File: src/rtl/iter_div_axis_if.sv
// Handshake bundle between the ALU and the iterative divider:
// divisor and dividend stream channels in, one result pulse out.
interface iter_div_axis_if;
  logic        s_axis_divisor_tvalid;
  logic        s_axis_divisor_tready;
  logic [31:0] s_axis_divisor_tdata;
  logic        s_axis_dividend_tvalid;
  logic        s_axis_dividend_tready;
  logic [31:0] s_axis_dividend_tdata;
  logic        m_axis_dout_tvalid;
  logic [63:0] m_axis_dout_tdata;

  modport slave (
    input  s_axis_divisor_tvalid, s_axis_divisor_tdata,
    input  s_axis_dividend_tvalid, s_axis_dividend_tdata,
    output s_axis_divisor_tready, s_axis_dividend_tready,
    output m_axis_dout_tvalid, m_axis_dout_tdata
  );

  modport master (
    output s_axis_divisor_tvalid, s_axis_divisor_tdata,
    output s_axis_dividend_tvalid, s_axis_dividend_tdata,
    input  s_axis_divisor_tready, s_axis_dividend_tready,
    input  m_axis_dout_tvalid, m_axis_dout_tdata
  );
endinterface

File: src/rtl/iter_div_axis.sv
// 32/32 radix-2 restoring divider, 32 iterations per operation.
// Result is {quotient, remainder}, sign-fixed when SIGNED=1.
module iter_div_axis #(
  parameter bit SIGNED = 1'b1
) (
  input  logic      clk,
  input  logic      reset,
  iter_div_axis_if.slave axis
);

  typedef enum logic [1:0] {
    IDLE = 2'd0,
    PREP = 2'd1,
    ITER = 2'd2,
    DONE = 2'd3
  } state_t;

  state_t      state_r;
  logic [31:0] dsor_r;
  logic [31:0] dend_r;
  logic        dsor_flag_r;
  logic        dend_flag_r;
  logic [31:0] rem_r;
  logic [31:0] quo_r;
  logic [4:0]  cnt_r;
  logic        sign_q_r;
  logic        sign_r_r;
  logic        dout_tvalid_r;
  logic [63:0] dout_tdata_r;

  logic        dsor_rdy_s;
  logic        dend_rdy_s;
  logic        dsor_beat_s;
  logic        dend_beat_s;
  logic [32:0] shift_s;
  logic        ge_s;
  logic [31:0] rem_next_s;
  logic [31:0] quo_next_s;
  logic [31:0] q_fix_s;
  logic [31:0] r_fix_s;

  function automatic logic [31:0] magnitude(input logic [31:0] v);
    if (SIGNED && v[31]) begin
      return 32'd0 - v;
    end else begin
      return v;
    end
  endfunction

  // Handshake readiness and one restoring step on the current partial remainder
  always_comb begin
    dsor_rdy_s  = 1'b0;
    dend_rdy_s  = 1'b0;
    if (!reset && (state_r == IDLE)) begin
      dsor_rdy_s = !dsor_flag_r;
      dend_rdy_s = !dend_flag_r;
    end else begin
      dsor_rdy_s = 1'b0;
      dend_rdy_s = 1'b0;
    end
    dsor_beat_s = dsor_rdy_s && axis.s_axis_divisor_tvalid;
    dend_beat_s = dend_rdy_s && axis.s_axis_dividend_tvalid;

    // rem < divisor holds between steps, so the difference always fits in 32 bits
    shift_s    = {rem_r, quo_r[31]};
    ge_s       = (shift_s >= {1'b0, dsor_r});
    rem_next_s = shift_s[31:0];
    if (ge_s) begin
      rem_next_s = shift_s[31:0] - dsor_r;
    end else begin
      rem_next_s = shift_s[31:0];
    end
    quo_next_s = {quo_r[30:0], ge_s};

    if (sign_q_r) begin
      q_fix_s = 32'd0 - quo_next_s;
    end else begin
      q_fix_s = quo_next_s;
    end
    if (sign_r_r) begin
      r_fix_s = 32'd0 - rem_next_s;
    end else begin
      r_fix_s = rem_next_s;
    end
  end

  assign axis.s_axis_divisor_tready  = dsor_rdy_s;
  assign axis.s_axis_dividend_tready = dend_rdy_s;
  assign axis.m_axis_dout_tvalid     = dout_tvalid_r;
  assign axis.m_axis_dout_tdata      = dout_tdata_r;

  // Operand capture, iteration sequencing and registered result
  always_ff @(posedge clk) begin
    if (reset) begin
      state_r       <= IDLE;
      dsor_r        <= 32'd0;
      dend_r        <= 32'd0;
      dsor_flag_r   <= 1'b0;
      dend_flag_r   <= 1'b0;
      rem_r         <= 32'd0;
      quo_r         <= 32'd0;
      cnt_r         <= 5'd0;
      sign_q_r      <= 1'b0;
      sign_r_r      <= 1'b0;
      dout_tvalid_r <= 1'b0;
      dout_tdata_r  <= 64'd0;
    end else begin
      dout_tvalid_r <= 1'b0;
      case (state_r)
        IDLE: begin
          if (dsor_beat_s) begin
            dsor_r      <= axis.s_axis_divisor_tdata;
            dsor_flag_r <= 1'b1;
          end
          if (dend_beat_s) begin
            dend_r      <= axis.s_axis_dividend_tdata;
            dend_flag_r <= 1'b1;
          end
          if ((dsor_flag_r || dsor_beat_s) && (dend_flag_r || dend_beat_s)) begin
            state_r <= PREP;
          end
        end
        PREP: begin
          sign_q_r <= SIGNED && (dend_r[31] ^ dsor_r[31]);
          sign_r_r <= SIGNED && dend_r[31];
          dsor_r   <= magnitude(dsor_r);
          quo_r    <= magnitude(dend_r);
          rem_r    <= 32'd0;
          cnt_r    <= 5'd0;
          state_r  <= ITER;
        end
        ITER: begin
          rem_r <= rem_next_s;
          quo_r <= quo_next_s;
          cnt_r <= cnt_r + 5'd1;
          // The last step's result goes straight to the output register
          if (cnt_r == 5'd31) begin
            state_r       <= DONE;
            dout_tvalid_r <= 1'b1;
            dout_tdata_r  <= {q_fix_s, r_fix_s};
          end
        end
        DONE: begin
          dsor_flag_r <= 1'b0;
          dend_flag_r <= 1'b0;
          state_r     <= IDLE;
        end
        default: begin
          state_r <= IDLE;
        end
      endcase
    end
  end

endmodule

File: src/flat_wrapper.sv
// flat-port wrapper written by rule: the top's interface ports become plain ports
module iter_div_axis_flat 
#(
  parameter bit SIGNED = 1'b1
)
  (clk, reset, axis_s_axis_divisor_tvalid, axis_s_axis_divisor_tdata, axis_s_axis_dividend_tvalid, axis_s_axis_dividend_tdata, axis_s_axis_divisor_tready, axis_s_axis_dividend_tready, axis_m_axis_dout_tvalid, axis_m_axis_dout_tdata);
  iter_div_axis_if axis_i ();
  input  logic clk;
  input  logic reset;
  input wire logic [$bits(axis_i.s_axis_divisor_tvalid)-1:0] axis_s_axis_divisor_tvalid;
  input wire logic [$bits(axis_i.s_axis_divisor_tdata)-1:0] axis_s_axis_divisor_tdata;
  input wire logic [$bits(axis_i.s_axis_dividend_tvalid)-1:0] axis_s_axis_dividend_tvalid;
  input wire logic [$bits(axis_i.s_axis_dividend_tdata)-1:0] axis_s_axis_dividend_tdata;
  output wire logic [$bits(axis_i.s_axis_divisor_tready)-1:0] axis_s_axis_divisor_tready;
  output wire logic [$bits(axis_i.s_axis_dividend_tready)-1:0] axis_s_axis_dividend_tready;
  output wire logic [$bits(axis_i.m_axis_dout_tvalid)-1:0] axis_m_axis_dout_tvalid;
  output wire logic [$bits(axis_i.m_axis_dout_tdata)-1:0] axis_m_axis_dout_tdata;
  assign axis_i.s_axis_divisor_tvalid = axis_s_axis_divisor_tvalid;
  assign axis_i.s_axis_divisor_tdata = axis_s_axis_divisor_tdata;
  assign axis_i.s_axis_dividend_tvalid = axis_s_axis_dividend_tvalid;
  assign axis_i.s_axis_dividend_tdata = axis_s_axis_dividend_tdata;
  assign axis_s_axis_divisor_tready = axis_i.s_axis_divisor_tready;
  assign axis_s_axis_dividend_tready = axis_i.s_axis_dividend_tready;
  assign axis_m_axis_dout_tvalid = axis_i.m_axis_dout_tvalid;
  assign axis_m_axis_dout_tdata = axis_i.m_axis_dout_tdata;
  iter_div_axis #(.SIGNED(SIGNED)) u_core (.clk(clk), .reset(reset), .axis(axis_i));
endmodule
File: config.mk
export PLATFORM = sky130hd
export DESIGN_NAME = iter_div_axis_flat
export DESIGN_NICKNAME = d
export VERILOG_FILES = /design/src/rtl/iter_div_axis_if.sv /design/src/rtl/iter_div_axis.sv /design/src/flat_wrapper.sv
export SDC_FILE = /design/constraint.sdc
export NUM_CORES = 1
export LEC_CHECK = 0
export BUFFER_PORTS_ARGS = -buffer_cell sky130_fd_sc_hd__buf_2
export CORE_UTILIZATION = 54
export DETAILED_ROUTE_END_ITERATION = 10
export PLACE_DENSITY = 0.77
export SYNTH_ARGS = -nofsm -noshare
export SYNTH_HDL_FRONTEND = slang
export SYNTH_SLANG_ARGS = --single-unit
File: constraint.sdc
create_clock -name clk -period 5.3 [get_ports clk]
set_input_delay 0.265 -clock clk [delete_from_list [all_inputs] [get_ports clk]]
set_output_delay 0.265 -clock clk [all_outputs]
set_load 0.02 [all_outputs]
; Yosys cells after proc, flatten, opt, wreduce, memory -nomap -nowiden
; Cells that the tools add are included.
; Widths: inputs -> output; s select.
[totals]
reg_bits = 204
inputBits = 68
out_inout_bits = 67
[classes]
n_addsub = 6
order_cmp = 1
n_eq_ne = 9
muxes = 20
n_bitwise = 2
reduce_logical = 21
[op_table]
columns = op, n
row1 = $mux 32, 6
row2 = $pmux 32 s2, 3
row3 = $sub 1x32->32 const A, 4
row4 = $ge 33x32->1, 1
row5 = $sub 32x32->32, 1
row6 = $reduce_and 2->1, 6
row7 = $pmux 5 s2, 1
row8 = $ne 2x1->1 const B, 4
row9 = $pmux 2 s4, 1
row10 = $reduce_bool 2->1, 3
row11 = $add 5x1->5 const B, 1
row12 = $eq 5x5->1 const B, 1
row13 = $mux 1, 5
row14 = $eq 2x2->1 const B, 2
row15 = $logic_and 1x1->1, 4
row16 = $mux 2, 2
row17 = $pmux 1 s2, 2
row18 = $logic_not 1->1, 3
row19 = $reduce_and 3->1, 1
row20 = $eq 2x1->1 const B, 1
row21 = $logic_not 2->1, 1
row22 = $logic_or 1x1->1, 2
row23 = $ne 2x2->1 const B, 1
row24 = $reduce_or 2->1, 1
row25 = other kinds (2), 2

; Logic depth before layout (Yosys ltp)
; Gate-level depths: netlist of the first run.
[logic_depth]
depth_word = 8
depth_mapped = 23
mapped_depth_nobuf = 19

; Worst setup path after synthesis of the first run
; OpenSTA, ideal clock, no wires.
[synth_path]
kind = reg2reg
start = reg u_core.dsor_r[11]
end = reg u_core.dout_tdata_r[30], in the netlist u_core.axis.m_axis_dout_tdata[30]
setup_time_ns = 0.079
arrival_time_ns = 5.123
path_slack_ns = 0.098
path_stages_with_launch = 23
n_path_buf = 5
cell_sequence = dfxtp_1 inv_1 ha_1 clkbuf_1 nand2_1 nor2_1 nand3_1 o311ai_2 a31o_4 buf_6 clkbuf_1 clkbuf_1 buf_1 mux2i_1 ha_1 nor3b_1 and4b_1 a31oi_1 or4b_1 or2_0 nor4_1 nand3_1 o211ai_1
[synth_between]
elab_chain_cells = 4
[synth_rtl]
columns = item, line
row1 = from (decl), iter_div_axis.sv:19  ; logic [31:0] dsor_r;
row2 = from (signal assigned), iter_div_axis.sv:112  ; dsor_r <= axis.s_axis_divisor_tdata;
row3 = from (signal assigned), iter_div_axis.sv:126  ; dsor_r <= magnitude(dsor_r);
row4 = $sub 32x32->32 or $ge 33x32->1 (tied branches), "iter_div_axis.sv:69, iter_div_axis.sv:66"
row5 = $mux 32 *, iter_div_axis.sv:68  ; if (ge_s) begin
row6 = $sub 1x32->32, iter_div_axis.sv:81  ; r_fix_s = 32'd0 - rem_next_s;
row7 = $mux 32 *, iter_div_axis.sv:80  ; if (sign_r_r) begin
row8 = to (signal assigned), iter_div_axis.sv:140  ; dout_tdata_r <= {q_fix_s, r_fix_s};
row9 = to (decl), iter_div_axis.sv:29  ; logic [63:0] dout_tdata_r;
; Mark *: on every way between the ends. The rest lies on a longest branch, timed or not.
; A chain may end at the register's enable or synchronous reset.

; Worst setup path in the final report of the first run
[layout_path]
start = reg u_core.dsor_r[7]
end = reg u_core.dout_tdata_r[28], in the netlist u_core.axis.m_axis_dout_tdata[28]
; The elaborated chain is that of the path after synthesis.

==> summary.txt, run 1 <==
clk_lat worst skew - 540 ps
Die Wd - 156 um
Clk pwr share - 0.218
Post-Route WL - 40000 um
Final Total Pwr - 7.75 mW
layout cells sized above 1 - 0.127
Worst path top cell family by delay - compound AO/OA/AOI/OAI gates
Layout fillers - 2127
Syn Nets - 1804
top cells by area, synth - dfxtp_1, nand2_1, nor2_1
Inserted Clock Buffers - 24
Chip Height - 156 um
fmax - 204 MHz
area occupied by multi-input gates - 0.00814 sq mm
CP Capture Type - flop
CP Class - reg -> reg
FP Rows - 56
yosys warns - 0
crit-path cells - inv_1 -> ha_1 -> o21ai_0 -> o21bai_2 -> a311oi_2 -> o21ai_2 -> a31o_4 -> mux2i_1 -> ha_1 -> o21ai_0 -> nor3b_1 -> a41o_1 -> or4b_1 -> o41ai_1 -> xnor2_1 -> nand2_1 -> a21oi_1
Power Density - 523 mW/mm^2
XOR/XNOR share of the synthesized area - 0.0840
CTS HTree Levels - 1
main combinational cell family by area after synthesis - compound AO/OA/AOI/OAI gates
Synth Area in Adders - 0.0425
crit path max fanout - 10
Startpoint Class - flop
DR vias/cell - 5.99
Layout area overhead - 15.6%
P_sw - 3.61 mW
post-CTS sizing - 0
drt initial violations - 1132
Die ar. - 0.0244 sq mm
final hold vios - 0
Core ar. - 0.0234 sq mm
Post-Synthesis Cell Area - 0.0128 sq mm
Synth Area in Compound Gates - 0.249
Final setup viols - 0
largest net degree at the start of global routing - 122
status - finished, final reports clean
Final Wtd Congestion - 0.962
highest-count cells in the layout ignoring fill and taps - nand2_1, dfxtp_1, nor2_1
CTS root buf - clkbuf_16
DRC - 0
post-synth top area cell - dfxtp_1
Sink Count - 204
Netlist cell types - 94
max cap viols - 0
Top FF cell, synth - dfxtp_1
num ports - 135
wire per inst - 18.7 um
Final #Nets - 1916
CTS tree - yes
Stages on worst setup path - 17
sw frac - 0.465
Register Area - 0.00408 sq mm
vias in the first global route - 12000
top-area cell type share of the netlist area - 0.319
Routed Antenna Nets - 0
max incr delay on CP - 550 ps
Post-synth ARST share - 0
commonest non-fill, non-tap cell in the layout - nand2_1
hpwl dp - 28500 um
CTS Hold Bufs - 35
worst min path class - in -> reg
initial antenna violation count - 0
fin. max-slew vios - 0
Max clock buf depth - 3
I/O Buffers - 134
Rel. slew slack - 0.179
Logic pwr share - 0.542
Tcrit/Tclk final - 0.923
Internal - 4.15 mW
CP Buf/Inv Count - 1
first-pass GRT wire length - 62700 um
worst-margin pin slew - 1230 ps
P_leak - 5.82 nW
register area share after synthesis - 0.319
EDFF count, synth - 0
Overflow after GRT - 0
GRT Total Usage - 0.322
First-pass DRT Iterations - 5
Most Used Layer, Global Route - met2
simple-gate share of the synthesized area - 0.225
minimum clock period - 4890 ps
antenna cells - 0
met1 GRT Util - 0.413
GR Layer Usage met2 - 0.544
Crit path arrival time - 5360 ps
total setup buffers inserted after CTS - 0
Initial Util - 0.548
FF+latch count, synth - 204
R2R cell count - 17
via count - 12800
RSZ-0062 raised after global routing - false
post-synthesis instance total - 1693
sequential share of power - 0.241
setup tns final - 0 ps
mux contribution to synthesized area - 0.0331
Worst path slowest cell - or4b_1
Worst EP required - 5770 ps
worst-case clock skew - 24.4 ps
clock transition at the registers of the reported paths - 60 ps
Hold Path Depth - 3
met3 Track Usage GR - 0.0411
peak supply drop - 0.283 mV
syn avg cell area - 7.57 sq um
## kinds of logic (layout without fill, tap and decap cells)
family	Yosys count	after routing
AND/OR/NAND/NOR	632	632
buffers and inverters	160	290
multiplexers	41	41
flip-flops	204	204
adder cells (fa/ha/maj)	43	43
AO/OA/AOI/OAI	490	490
XOR/XNOR	123	123
## path summary, 6_finish.rpt
path | from | endpoint | slack, ps
min reg2reg | u_core.axis.m_axis_dout_tdata[12] | u_core.axis.m_axis_dout_tdata[12] | 450
max reg2reg | u_core.dsor_r[7] | u_core.axis.m_axis_dout_tdata[28] | 410
max | u_core.dsor_r[7] | u_core.axis.m_axis_dout_tdata[28] | 410
min | axis_s_axis_divisor_tdata[27] | u_core.dsor_r[27] | 10
## through the flow
step / hold slack, ps / area (sq um) / setup slack (ps) / util / std cells
floorplan: 401 / 12800 / 98.2 / - / 1693
global placement: 439 / 13700 / 669 / 0.584 / 2063
detailed placement: 443 / 13700 / 506 / 0.584 / 2063
CTS: 0.718 / 14800 / 493 / 0.633 / 2142
global route: 54.0 / 14800 / 98.8 / 0.633 / 2142
finish: 10.2 / 14800 / 406 / 0.633 / 2142
## power by group through the flow
stage	sequential (mW)	combinational, mW	clock, mW
after floorplan	1.84	3.09	0
after global placement	1.88	4.05	0
after detailed placement	1.89	4.07	0
after CTS	1.86	4.13	1.70
after global routing	1.89	4.56	1.77
final	1.86	4.20	1.69
## registers in the layout, summed over array words and instances, names as in the netlist
register and cells:
u_core.sign_q_r 1, u_core.dend_flag_r 1, u_core.axis.m_axis_dout_tdata 64, u_core.dend_r 32, u_core.dsor_flag_r 1, u_core.rem_r 32, u_core.cnt_r 5, u_core.dsor_r 32
u_core.state_r 2, u_core.axis.m_axis_dout_tvalid 1, u_core.quo_r 32, u_core.sign_r_r 1
## cells in the mapped netlist, types with 13 or more instances
cell      instances
a211oi_1         56
a21oi_1         142
a221oi_1         14
a22oi_1          24
and3_1           13
clkbuf_1         91
dfxtp_1         204
ha_1             42
inv_1            53
mux2i_1          39
nand2_1         235
nand3_1          25
nor2_1          201
nor3_1           39
nor4_1           18
o21ai_0         117
o31ai_1          17
or3_1            16
xnor2_1          41
xor2_1           82
## worst register-to-register path, delay by kind of cell, from the launching register on
kind / cells / cell delay, ps
and+or+nand+nor: 3 / 1080
muxes: 1 / 260
buffers and inverters: 1 / 140
AOI/OAI and AO/OA: 9 / 2220
adders and majority gates: 2 / 600
DFF: 1 / 370
xor gates and xnor gates: 1 / 170
## per-layer routing
layer	part of all wire	up-vias
li1	-	6278
met1	0.42	5945
met2	0.47	512
met3	0.067	103
met4	0.041	0
met5	0	-
## area by class of cell
| type | count | share of cell area |
|---|---|---|
| clock buffer | 32 | 0.0446 |
| clock inverter | 12 | 0.00937 |
| tap | 319 | 0.0269 |
| multi-input combinational | 1329 | 0.549 |
| inverter | 55 | 0.0139 |
| sequential | 204 | 0.276 |
| timing repair buffer | 191 | 0.0805 |
(Power assumes the default switching activity.)
==> run 2: changes to the inputs <==
--- a/config.mk
+++ b/config.mk
@@ -5,10 +5,11 @@
 export SDC_FILE = /design/constraint.sdc
 export NUM_CORES = 1
 export LEC_CHECK = 0
-export BUFFER_PORTS_ARGS = -buffer_cell sky130_fd_sc_hd__buf_2
-export CORE_UTILIZATION = 54
+export ABC_AREA = 1
+export CORE_UTILIZATION = 59
 export DETAILED_ROUTE_END_ITERATION = 10
-export PLACE_DENSITY = 0.77
+export DONT_BUFFER_PORTS = 1
+export PLACE_DENSITY = 0.78
 export SYNTH_ARGS = -nofsm -noshare
 export SYNTH_HDL_FRONTEND = slang
 export SYNTH_SLANG_ARGS = --single-unit
==> summary.txt, run 2 <==
DRC - 0 (unchanged)
Clk pwr share - 0.236 (was 0.218)
wire per inst - 18.4 um (was 18.7 um)
Startpoint Class - flop (unchanged)
DR vias/cell - 5.90 (was 5.99)
Post-Synthesis Cell Area - 0.0134 sq mm (was 0.0128 sq mm)
final hold vios - 0 (unchanged)
post-CTS sizing - 0 (unchanged)
Sink Count - 204 (unchanged)
hpwl dp - 33400 um (was 28500 um)
register area share after synthesis - 0.304 (was 0.319)
Layout area overhead - 9.77% (was 15.6%)
max cap viols - 0 (unchanged)
Worst R2R Start - u_core.dsor_r[28] (was u_core.dsor_r[7])
Rel. slew slack - 0.240 (was 0.179)
RSZ-0062 raised after global routing - false (unchanged)
WL met3 - 4170 um (was 2670 um)
commonest non-fill, non-tap cell in the layout - nand2_1 (unchanged)
Die Wd - 153 um (was 156 um)
Final Wtd Congestion - 0.973 (was 0.962)
post-synthesis instance total - 2148 (was 1693)
syn avg cell area - 6.26 sq um (was 7.57 sq um)
count leader, synth - nand2_1 (unchanged)
post-synth top area cell - dfxtp_1 (unchanged)
sequential share of power - 0.263 (was 0.241)
highest-count cells in the layout ignoring fill and taps - nand2_1, nor2_1, inv_1 (was nand2_1, dfxtp_1, nor2_1)
CTS tree - yes (unchanged)
top-area cell type share of the netlist area - 0.304 (was 0.319)
fin. max-slew vios - 0 (unchanged)
Chip Height - 153 um (was 156 um)
Netlist cell types - 51 (was 94)
CTS root buf - clkbuf_16 (unchanged)
worst-margin pin slew - 1140 ps (was 1230 ps)
Syn Nets - 2259 (was 1804)
Post-synth ARST share - 0 (unchanged)
first-pass GRT wire length - 70300 um (was 62700 um)
Final setup viols - 0 (unchanged)
Core ar. - 0.0221 sq mm (was 0.0234 sq mm)
CP startpoint - u_core.dsor_r[28] (was u_core.dsor_r[7])
Logic pwr share - 0.501 (was 0.542)
worst min path class - in -> reg (unchanged)
reg2reg end - u_core.axis.m_axis_dout_tdata[62] (was u_core.axis.m_axis_dout_tdata[28])
Max clock buf depth - 3 (unchanged)
Internal - 3.81 mW (was 4.15 mW)
Initial Util - 0.609 (was 0.548)
Inserted Clock Buffers - 23 (was 24)
vias in the first global route - 13200 (was 12000)
CP Capture Type - flop (unchanged)
yosys warns - 0 (unchanged)
FP Rows - 54 (was 56)
peak supply drop - 0.309 mV (was 0.283 mV)
num ports - 135 (unchanged)
EDFF count, synth - 0 (unchanged)
GRT Total Usage - 0.377 (was 0.322)
Overflow after GRT - 0 (unchanged)
initial antenna violation count - 0 (unchanged)
fmax - 217 MHz (was 204 MHz)
Final #Nets - 2252 (was 1916)
largest net degree at the start of global routing - 112 (was 122)
flop2flop setup slack - 700 ps (was 410 ps)
P_leak - 6.94 nW (was 5.82 nW)
Crit path arrival time - 5050 ps (was 5360 ps)
worst slack, placed - 785 ps (was 506 ps)
Final Total Pwr - 7.30 mW (was 7.75 mW)
Worst Setup EP - u_core.axis.m_axis_dout_tdata[62] (was u_core.axis.m_axis_dout_tdata[28])
Die ar. - 0.0234 sq mm (was 0.0244 sq mm)
met2 wire length - 19900 um (was 18800 um)
sw frac - 0.478 (was 0.465)
Power Density - 495 mW/mm^2 (was 523 mW/mm^2)
drt initial violations - 1582 (was 1132)
clock transition at the registers of the reported paths - 60 ps (about the same)
Top FF cell, synth - dfxtp_1 (unchanged)
FF+latch count, synth - 204 (unchanged)
antenna cells - 0 (unchanged)
P_sw - 3.49 mW (was 3.61 mW)
CTS HTree Levels - 1 (unchanged)
status - finished, final reports clean (unchanged)
First-pass DRT Iterations - 6 (was 5)
via count - 14400 (was 12800)
number of flip-flops in the largest register - 64 (unchanged)
minimum clock period - 4600 ps (was 4890 ps)
Tcrit/Tclk final - 0.868 (was 0.923)
crit path max fanout - 16 (was 10)
DR top layer - met4 (unchanged)
synth cell count leaders - nand2_1, nor2_1, inv_1, dfxtp_1, a21oi_1 (was nand2_1, dfxtp_1, nor2_1, a21oi_1, o21ai_0)
CP Class - reg -> reg (unchanged)
Final WS setup - 697 ps (was 406 ps)
I/O Buffers - 0 (was 134)
worst-case clock skew - 19.7 ps (was 24.4 ps)
Worst EP required - 5740 ps (was 5770 ps)
layout cells sized above 1 - 0.0538 (was 0.127)
setup tns final - 0 ps (unchanged)
WL met1 - 19200 um (was 16900 um)
Post-Route WL - 44800 um (was 40000 um)
clk_lat worst skew - 540 ps (about the same)
top cells by area, synth - dfxtp_1, nand2_1, nor2_1 (unchanged)
Routed Antenna Nets - 0 (unchanged)
R2R cell count - 22 (was 17)
run 2: through the flow:
stage	util	instance area (sq um)	hold WS, ps	instances
after floorplan	-	13400	428	2148
after global placement	0.611	13500	353	2353
after detailed placement	0.611	13500	354	2353
after CTS	0.668	14800	7.83	2437
after global routing	0.668	14800	40.6	2437
final	0.668	14800	23.6	2437
run 2: power groups by stage:
stage | clock network (mW) | registers, mW | logic [mW]
CTS | 1.72 | 1.91 | 3.56
detailed placement | 0 | 1.95 | 3.48
global route | 1.78 | 1.94 | 4.03
floorplan | 0 | 1.88 | 2.63
finish | 1.72 | 1.92 | 3.66
global placement | 0 | 1.94 | 3.45
run 2: worst min path at each step:
| stage | start | to | slack [ps] | depth (start not counted) |
|---|---|---|---|---|
| after CTS | axis_s_axis_divisor_tdata[1] | u_core.dsor_r[1] | 8 | 2 |
| after floorplan | axis_s_axis_divisor_tdata[2] | u_core.dsor_r[2] | 430 | 2 |
| after global placement | reset | u_core.sign_r_r | 350 | 1 |
| after global routing | axis_s_axis_divisor_tdata[1] | u_core.dsor_r[1] | 40 | 2 |
| final | axis_s_axis_divisor_tdata[1] | u_core.dsor_r[1] | 20 | 2 |
| after detailed placement | reset | u_core.sign_r_r | 350 | 1 |
run 2: worst max-delay path, cell delays in order, from the launching register on:
cell     delay [ps]
dfxtp_1         370
inv_1            80
ha_1            360
a21oi_1         270
nand2_1          90
a21oi_1         200
nand2_1         120
nor2_4          350
nand2_4         100
inv_4           160
ha_1            200
nand3_1         100
nor3_1          220
nand3_1         150
nor3_1          480
nand2_1         170
o21ai_1         230
o21ai_0         170
a21oi_1         220
o21ai_0         140
xor2_1          160
o21ai_1         120
inv_1            40
run 2: cells by family after synthesis:
group	share of synthesized area
AO/OA/AOI/OAI	0.187
XOR/XNOR	0.0365
adder cells (fa/ha/maj)	0.0406
buffers and inverters	0.107
flip-flops	0.304
AND/OR/NAND/NOR	0.325
run 2: final cells by class:
cell class | count | area [sq um]
inverters | 277 | 1040
fillers | 2047 | 7330
flip-flops and latches | 204 | 4080
clock buffers | 27 | 611
repair buffers | 57 | 553
multi-input cells | 1578 | 7920
clock inverters | 14 | 194
well taps | 280 | 350
run 2: routing by layer:
metal	track usage	vias up
met2	0.615	717
met4	0.127	0
met1	0.505	6534
li1	-	7017
met3	0.0612	104
met5	0	-
run 2: what timing repair did:
action,in CTS,in global routing
endpoints found under the hold margin,151,0
hold buffers,43,0
setup buffers,0,0
==> run 3: changes to the inputs <==
--- a/config.mk
+++ b/config.mk
@@ -9,6 +9,7 @@
 export CORE_UTILIZATION = 59
 export DETAILED_ROUTE_END_ITERATION = 10
 export DONT_BUFFER_PORTS = 1
+export MAX_ROUTING_LAYER = met4
 export PLACE_DENSITY = 0.78
 export SYNTH_ARGS = -nofsm -noshare
 export SYNTH_HDL_FRONTEND = slang
==> summary.txt, run 3 (synthesis gave the netlist of run 2 again) <==
status - finished, final reports clean (unchanged)
crit path max fanout - 16 (unchanged)
clock transition at the registers of the reported paths - 60 ps (about the same)
Final #Nets - 2251 (was 2252)
CP Class - reg -> reg (unchanged)
Final setup viols - 0 (unchanged)
max incr delay on CP - 460 ps (was 480 ps)
CTS HTree Levels - 1 (unchanged)
post-CTS sizing - 0 (unchanged)
drt initial violations - 1518 (was 1582)
Inserted Clock Buffers - 24 (was 23)
Worst path top cell family by delay - simple AND/OR/NAND/NOR gates (unchanged)
Worst path slowest cell - nor3_1 (unchanged)
Die ar. - 0.0234 sq mm (unchanged)
num ports - 135 (unchanged)
first-pass GRT wire length - 70100 um (was 70300 um)
clk_lat worst skew - 540 ps (about the same)
max cap viols - 0 (unchanged)
P_sw - 3.45 mW (was 3.49 mW)
non-filler cells, final - 2436 (was 2437)
largest net degree at the start of global routing - 112 (unchanged)
Initial Util - 0.609 (unchanged)
Internal - 3.74 mW (was 3.81 mW)
fin util - 0.666 (was 0.668)
Max clock buf depth - 3 (unchanged)
P_leak - 6.90 nW (was 6.94 nW)
crit-path cells - inv_1 -> ha_1 -> a21oi_1 -> nand2_1 -> a21oi_1 -> nand2_1 -> nor2_4 -> nand2_4 -> inv_4 -> ha_1 -> nand3_1 -> nor3_1 -> nand3_1 -> nor3_1 -> nand2_1 -> o21ai_1 -> o21ai_0 -> a21oi_1 -> o21ai_0 -> xor2_1 -> o21ai_1 -> inv_1 (unchanged)
Post-Route WL - 44700 um (was 44800 um)
Logic pwr share - 0.503 (was 0.501)
Startpoint Class - flop (unchanged)
antenna cells - 0 (unchanged)
I/O Buffers - 0 (unchanged)
worst-margin pin slew - 1200 ps (was 1140 ps)
Die Wd - 153 um (unchanged)
initial antenna violation count - 0 (unchanged)
Placed Cells - 2351 (was 2353)
wire per inst - 18.4 um (about the same)
CTS tree - yes (unchanged)
FP Rows - 54 (unchanged)
layout cells sized above 1 - 0.0519 (was 0.0538)
Worst EP required - 5730 ps (was 5740 ps)
Sink Count - 204 (unchanged)
peak supply drop - 0.310 mV (was 0.309 mV)
sequential share of power - 0.270 (was 0.263)
Final Total Pwr - 7.19 mW (was 7.30 mW)
Overflow after GRT - 0 (unchanged)
CTS root buf - clkbuf_16 (unchanged)
fin. max-slew vios - 0 (unchanged)
CP Capture Type - flop (unchanged)
Tcrit/Tclk final - 0.872 (was 0.868)
Rel. slew slack - 0.196 (was 0.240)
GRT Total Usage - 0.388 (was 0.377)
Chip Height - 153 um (unchanged)
Routed Antenna Nets - 0 (unchanged)
highest-count cells in the layout ignoring fill and taps - nand2_1, nor2_1, inv_1 (unchanged)
Layout area overhead - 9.44% (was 9.77%)
First-pass DRT Iterations - 6 (unchanged)
final hold vios - 0 (unchanged)
Final Wtd Congestion - 0.999 (was 0.973)
worst min path class - in -> reg (unchanged)
hpwl dp - 33900 um (was 33400 um)
sw frac - 0.479 (was 0.478)
vias in the first global route - 13200 (about the same)
DR vias/cell - 5.94 (was 5.90)
setup tns final - 0 ps (unchanged)
CP Buf/Inv Count - 3 (unchanged)
via count - 14500 (was 14400)
Power Density - 489 mW/mm^2 (was 495 mW/mm^2)
worst-case clock skew - 31.6 ps (was 19.7 ps)
fmax - 216 MHz (was 217 MHz)
commonest non-fill, non-tap cell in the layout - nand2_1 (unchanged)
Layout fillers - 1995 (was 2047)
minimum clock period - 4620 ps (was 4600 ps)
Core ar. - 0.0221 sq mm (unchanged)
Clk pwr share - 0.227 (was 0.236)
RSZ-0062 raised after global routing - false (unchanged)
Crit path arrival time - 5050 ps (about the same)
number of flip-flops in the largest register - 64 (unchanged)
DRC - 0 (unchanged)
run 3: cell count changes in the layout (fill, tap and decap cells not counted), sizes merged:
cell | before | now
clkinv | 12 | 10
clkbuf | 27 | 31
bufinv | 4 | 2
buf | 15 | 13
clkinvlp | 2 | 3
run 3: worst paths after layout:
check | startpoint | to | slack (ps) | depth (start not counted)
setup / recovery | u_core.dsor_r[28] | u_core.axis.m_axis_dout_tdata[62] | 680 | 22
hold / removal | axis_s_axis_divisor_tdata[1] | u_core.dsor_r[1] | 20 | 2
setup reg to reg | u_core.dsor_r[28] | u_core.axis.m_axis_dout_tdata[62] | 680 | 22
hold reg to reg | u_core.rem_r[27] | u_core.rem_r[27] | 490 | 2
run 3: per-layer routing:
layer / track usage / vias up / wire, um
li1: - / 7021 / -
met1: 0.506 / 6649 / 19100
met2: 0.616 / 687 / 20300
met3: 0.0510 / 102 / 3810
met4: 0.138 / 0 / 1590
met5: - / - / 0
run 3: power by group through the flow:
stage | registers [mW] | clock network (mW) | logic [mW]
after global routing | 1.96 | 1.70 | 3.98
after detailed placement | 1.96 | 0 | 3.46
final | 1.94 | 1.63 | 3.62
after floorplan | 1.88 | 0 | 2.63
after global placement | 1.95 | 0 | 3.43
after CTS | 1.93 | 1.64 | 3.53
run 3: per-stage QoR:
stage	instance area [sq um]	hold slack [ps]	setup WS, ps
global route	14700	12.3	258
global placement	13500	346	987
floorplan	13400	428	1570
finish	14700	20.8	679
detailed placement	13500	348	794
CTS	14700	4.93	765
run 3: final cells by class:
class                      count  area (sq um)  share of cell area
clock buffer                  31           647              0.0440
sequential                   204          4080               0.278
clock inverter                11           128             0.00867
tap                          280           350              0.0238
multi-input combinational   1578          7920               0.539
timing repair buffer          55           538              0.0366
inverter                     277          1040              0.0709
run 3: timing repair:
item                                   4_1_cts  5_1_grt
endpoints found under the hold margin      150        0
buffers inserted                             0        0
hold buffers                                43        0
run 3: worst reg2reg max path, cell delays in order (launching register included):
cell	delay (ps)
dfxtp_1	390
inv_1	80
ha_1	370
a21oi_1	280
nand2_1	90
a21oi_1	200
nand2_1	130
nor2_4	350
nand2_4	100
inv_4	160
ha_1	200
nand3_1	100
nor3_1	180
nand3_1	130
nor3_1	460
nand2_1	150
o21ai_1	220
o21ai_0	180
a21oi_1	240
o21ai_0	150
xor2_1	160
o21ai_1	120
inv_1	50
